<file path="config.mk">
export PLATFORM = sky130hd
export DESIGN_NAME = traffic_request_conditioner
export DESIGN_NICKNAME = d
export VERILOG_FILES = /design/src/rtl/traffic_request_conditioner.sv
export SDC_FILE = /design/constraint.sdc
export NUM_CORES = 1
export LEC_CHECK = 0
export CORE_ASPECT_RATIO = 1.25
export CORE_MARGIN = 3
export CORE_UTILIZATION = 57
export DETAILED_ROUTE_END_ITERATION = 8
export GPL_TIMING_DRIVEN = 0
export PLACE_DENSITY = 0.77
export SYNTH_ARGS = -nofsm -noshare
export SYNTH_HDL_FRONTEND = slang
export SYNTH_SLANG_ARGS = --single-unit
</file>
<file path="constraint.sdc">
create_clock -name clk -period 1.7 [get_ports clk]
set_input_delay 0.34 -clock clk [delete_from_list [all_inputs] [get_ports clk]]
set_output_delay 0.34 -clock clk [all_outputs]
set_load 0.02 [all_outputs]
</file>
<file path="src/rtl/traffic_request_conditioner.sv">
// Conditions raw field inputs into clean request levels for the traffic light controller.
// Optional macro TLC_PED_TIMEOUT_EN adds an automatic clear of a stale pedestrian request.
module traffic_request_conditioner #(
  parameter int DEBOUNCE_CYCLES = 4,
  parameter int WINDOW_CYCLES   = 50,
  parameter int DENSITY_THRESH  = 3,
  parameter int CNT_W           = 8,
  parameter int EMG_HOLD_CYCLES = 8,
  parameter int PED_TIMEOUT     = 200
) (
  input  logic clk,
  input  logic reset,
  input  logic ped_btn_raw,
  input  logic ped_served,
  input  logic emg_raw,
  input  logic ns_car_pulse,
  input  logic we_car_pulse,
  output logic pedestrian,
  output logic emergency,
  output logic NSdensity,
  output logic WEdensity,
  output logic window_tick
);

  localparam int DB_W   = $clog2(DEBOUNCE_CYCLES);
  localparam int WIN_W  = $clog2(WINDOW_CYCLES);
  localparam int HOLD_W = $clog2(EMG_HOLD_CYCLES + 1);
  localparam logic [CNT_W-1:0] CNT_MAX    = '1;
  localparam logic [CNT_W:0]   THRESH_EXT = (CNT_W+1)'(DENSITY_THRESH);

  if (DEBOUNCE_CYCLES < 2 || WINDOW_CYCLES < 2 || EMG_HOLD_CYCLES < 1 || PED_TIMEOUT < 1)
  begin : g_bad_params
    $error("traffic_request_conditioner: illegal parameter value");
  end

  logic btn_s1, btn_s2, emg_s1, emg_s2;
  logic ns_s1, ns_s2, ns_d, we_s1, we_s2, we_d;

  always_ff @(posedge clk) begin
    if (reset) begin
      btn_s1 <= 1'b0;
      btn_s2 <= 1'b0;
      emg_s1 <= 1'b0;
      emg_s2 <= 1'b0;
      ns_s1  <= 1'b0;
      ns_s2  <= 1'b0;
      we_s1  <= 1'b0;
      we_s2  <= 1'b0;
    end else begin
      btn_s1 <= ped_btn_raw;
      btn_s2 <= btn_s1;
      emg_s1 <= emg_raw;
      emg_s2 <= emg_s1;
      ns_s1  <= ns_car_pulse;
      ns_s2  <= ns_s1;
      we_s1  <= we_car_pulse;
      we_s2  <= we_s1;
    end
  end

  // The debounced level only moves after DEBOUNCE_CYCLES consecutive disagreeing samples.
  logic            db, db_d;
  logic [DB_W-1:0] db_cnt;
  logic            ped_set;

  always_ff @(posedge clk) begin
    if (reset) begin
      db     <= 1'b0;
      db_d   <= 1'b0;
      db_cnt <= '0;
    end else begin
      db_d <= db;
      if (btn_s2 == db) begin
        db_cnt <= '0;
      end else if (db_cnt == DB_W'(DEBOUNCE_CYCLES - 1)) begin
        db     <= btn_s2;
        db_cnt <= '0;
      end else begin
        db_cnt <= db_cnt + 1'b1;
      end
    end
  end

  assign ped_set = db && !db_d;

`ifdef TLC_PED_TIMEOUT_EN
  localparam int PTO_W = $clog2(PED_TIMEOUT + 1);
  logic [PTO_W-1:0] ped_age;

  always_ff @(posedge clk) begin
    if (reset) begin
      pedestrian <= 1'b0;
      ped_age    <= '0;
    end else if (ped_set) begin
      pedestrian <= 1'b1;
      ped_age    <= '0;
    end else if (ped_served || (pedestrian && ped_age == PTO_W'(PED_TIMEOUT - 1))) begin
      pedestrian <= 1'b0;
      ped_age    <= '0;
    end else if (pedestrian) begin
      ped_age <= ped_age + 1'b1;
    end
  end
`else
  always_ff @(posedge clk) begin
    if (reset) begin
      pedestrian <= 1'b0;
    end else if (ped_set) begin
      pedestrian <= 1'b1;
    end else if (ped_served) begin
      pedestrian <= 1'b0;
    end
  end
`endif

  // Hold timer is reloaded while the line is high, so it starts its countdown on the fall.
  logic [HOLD_W-1:0] emg_hold;

  always_ff @(posedge clk) begin
    if (reset) begin
      emg_hold <= '0;
    end else if (emg_s2) begin
      emg_hold <= HOLD_W'(EMG_HOLD_CYCLES);
    end else if (emg_hold != '0) begin
      emg_hold <= emg_hold - 1'b1;
    end
  end

  // OR of two flops: follows the synchronised line with no gap and no input-to-output path.
  assign emergency = emg_s2 || (emg_hold != '0);

  logic [WIN_W-1:0] win_cnt;

  always_ff @(posedge clk) begin
    if (reset) begin
      win_cnt     <= '0;
      window_tick <= 1'b0;
    end else begin
      window_tick <= (win_cnt == WIN_W'(WINDOW_CYCLES - 2));
      win_cnt     <= (win_cnt == WIN_W'(WINDOW_CYCLES - 1)) ? '0 : win_cnt + 1'b1;
    end
  end

  logic             ns_rise, we_rise;
  logic [CNT_W-1:0] ns_cnt, we_cnt;
  logic [CNT_W:0]   ns_total, we_total;

  assign ns_rise  = ns_s2 && !ns_d;
  assign we_rise  = we_s2 && !we_d;
  assign ns_total = {1'b0, ns_cnt} + {{CNT_W{1'b0}}, ns_rise};
  assign we_total = {1'b0, we_cnt} + {{CNT_W{1'b0}}, we_rise};

  // An edge landing on the tick cycle still belongs to the window that is closing.
  always_ff @(posedge clk) begin
    if (reset) begin
      ns_d      <= 1'b0;
      we_d      <= 1'b0;
      ns_cnt    <= '0;
      we_cnt    <= '0;
      NSdensity <= 1'b0;
      WEdensity <= 1'b0;
    end else begin
      ns_d <= ns_s2;
      we_d <= we_s2;
      if (window_tick) begin
        NSdensity <= (ns_total >= THRESH_EXT);
        WEdensity <= (we_total >= THRESH_EXT);
        ns_cnt    <= '0;
        we_cnt    <= '0;
      end else begin
        if (ns_rise && ns_cnt != CNT_MAX) ns_cnt <= ns_cnt + 1'b1;
        if (we_rise && we_cnt != CNT_MAX) we_cnt <= we_cnt + 1'b1;
      end
    end
  end

endmodule

</file>
==> metrics <==
outcome complete, no violations; total number of vias 1477; worst hold slack 0.4490 ns; Logic pwr share 22.1%; worst path required time 1.36 ns; # IOs 12; LEAKAGE 0.8562 nW; Clk pwr share 24.6%; nets@finish 245; highest-count cells in the layout ignoring fill and taps 41 x dfxtp_1, 20 x nor2_1, 12 x nand2_1, 12 x nor2b_1, 10 x ha_1; Residual DRC 0; post-synthesis async set-or-reset flop share 0%; Syn Area/Cell 9.317 um^2; PwrDens 991.6 nW/um^2; clock transition at the registers of the reported paths 0.12 ns; Int Power 0.001552 W; H-Tree Level Count 2; worst-path maximum fanout 3; largest family of logic cells by synthesized area simple AND/OR/NAND/NOR gates; minimum clock period 1.672 ns; Slew headroom 61.73%; Slew @ Worst Pin 0.5719 ns; Hold Buf Count CTS 0; CTS sink cnt 44; Distinct cells, synth 42; TritonRoute pass-1 iters 4; Syn Inst Count 206; dominant cell type by area after synthesis dfxtp_1; Die H 70.88 um; crit path kind reg2out; RSZ-0062 raised after global routing yes; Critical Path AT 1.33 ns; Post-Synth Adder-Cell Area 7.823%; core area 3083 um^2; share of layout cells above drive strength 1 11.89%; cell depth of the worst min-delay path 1; Die Area 4104 um^2; FF-to-FF path depth 6; Layout area overhead 13.75%; Synth top area share 45.89%; CTS buffer count 5; sequential area share after synthesis 45.89%; DP Area 2074 um^2; Die X 57.90 um; fill cell count 246; FMAX 598.2 MHz; n_diodes 0; fin cells 263; fin. max-slew vios 0; TritonCTS clock tree yes; mux cell area share after synthesis 1.565%; Net Sw Frac 28.30%; period utilisation layout 98.34%; post-synthesis simple-gate area fraction 25.10%; antenna-violating nets left 0; Crit. End Element output port; Post-Route Skew 0.01593 ns; Finished Cell Area 2183 um^2; hold crit path type reg2reg; most area-consuming cells after synthesis dfxtp_1 46%, ha_1 7.8%, nor2_1 3.9%, nor2b_1 3.9%, o21ai_0 2.3%; number of I/O port buffers 11; Yosys warnings 0; mapped cell area 1919 um^2; vias per cell 5.616; WL/cell 13.51 um; CTS root buf clkbuf_4; clk_lat worst skew 0.35 ns; XOR/XNOR Fraction of Synth Area 4.563%; HPWL after DPL 2508 um; Initial DRC Count 34; Starting Density 62.26%; Post-synth EDFFs 0; Synth Register Bits 44; worst vdd ir 900.3 uV; DRT Wirelength 3552 um; gr ovfl total 0; largest net degree at the start of global routing 14; Psw 0.0006126 W; Compound-Gate Fraction of Synth Area 11.15%; Pwr Total 0.002165 W; Tot GR Track Use 18.61%; sequential share of power 53.3%; dpl cells 253; routability congestion estimate 0.8968; vias in the first global route 1458; most common cell after layout, fill and taps aside dfxtp_1; first-pass GRT wire length 6058 um; Final Core Density 70.82%; final hold violations 0; crit start category flip-flop; antenna violations before repair 0; max cap viols 0; Main synth FF type dfxtp_1; clk buf depth 2; syn_nets 225; setup violators final 0; std cell rows 22
-- cell usage after synthesis (2+ instances only) --
library cell	n
dfxtp_1	44
nor2_1	20
ha_1	12
nand2_1	12
nor2b_1	12
inv_1	9
o21ai_0	9
nand3_1	8
a21oi_1	7
nand4_1	6
nor3_1	6
a31oi_1	5
xnor2_1	5
xor2_1	5
nor4_1	4
or3_1	4
a211oi_1	3
clkbuf_2	3
mux2i_1	3
nand2b_1	3
a311oi_1	2
and2_1	2
clkbuf_1	2
or2_2	2
-- cells by family after synthesis --
group           Yosys count
simple gates             88
flops                    44
compound gates           33
buf+inv                  16
fa+ha+maj                12
xor+xnor                 10
mux                       3
-- power groups by stage --
| stage | Clock, W | Sequential, W | Combinational [W] |
|---|---|---|---|
| after floorplan | 0 | 0.00115 | 0.000274 |
| after global placement | 0 | 0.00116 | 0.000349 |
| after detailed placement | 0 | 0.00116 | 0.000384 |
| after CTS | 0.000542 | 0.00115 | 0.000420 |
| after global routing | 0.000590 | 0.00116 | 0.000540 |
| final | 0.000532 | 0.00116 | 0.000478 |
-- per-stage QoR --
step                       TNS, ns  worst slack [ns]
final                            0           0.02827
after global routing      -0.06126          -0.06126
after CTS                 -0.01260          -0.01260
after global placement     -0.1226           -0.1216
after floorplan                  0            0.2553
after detailed placement   -0.3010           -0.1675
-- worst paths after layout --
| check | from | end | slack, ns |
|---|---|---|---|
| hold / removal | emg_s1 | emg_s2 | 0.45 |
| setup reg to reg | ns_s2 | NSdensity | 0.12 |
| setup / recovery | emg_hold[1] | emergency | 0.03 |
| hold reg to reg | emg_s1 | emg_s2 | 0.45 |
-- layer usage --
layer | vias to the layer above | wire [um] | global-route usage (%)
li1 | 765 | - | -
met1 | 692 | 1502 | 20.39
met2 | 11 | 1918 | 34.55
met3 | 9 | 78 | 3.832
met4 | 0 | 52 | 6.443
met5 | - | 0 | 0
-- critical path, cell delays in order (launching register included) --
cell	delay, ns
dfxtp_2	0.36
inv_2	0.08
ha_4	0.14
nor3b_4	0.18
nand2_1	0.07
buf_4	0.15
-- registers in the layout (all words and copies together) (netlist names), 2 cells and up --
signal    count
db_cnt        2
ns_cnt        8
emg_hold      4
we_cnt        8
win_cnt       6
-- final cells by class --
type                       count  area (um^2)  share of cell area, %
multi-input combinational    146        989.7                  45.33
sequential                    44        884.6                  40.52
timing repair buffer          13        123.9                  5.673
clock buffer                   7        55.05                  2.521
tap                           36        45.04                  2.063
buffer                         7        41.29                  1.891
inverter                       9        36.28                  1.662
clock inverter                 1        7.507                 0.3438
-- what timing repair did --
action,4_1_cts,5_1_grt
setup buffers,1,1
endpoints found under the setup margin,2,6
resized for setup,9,9
cloned,0,0
pin swaps,0,1
(Power assumes the default switching activity.)
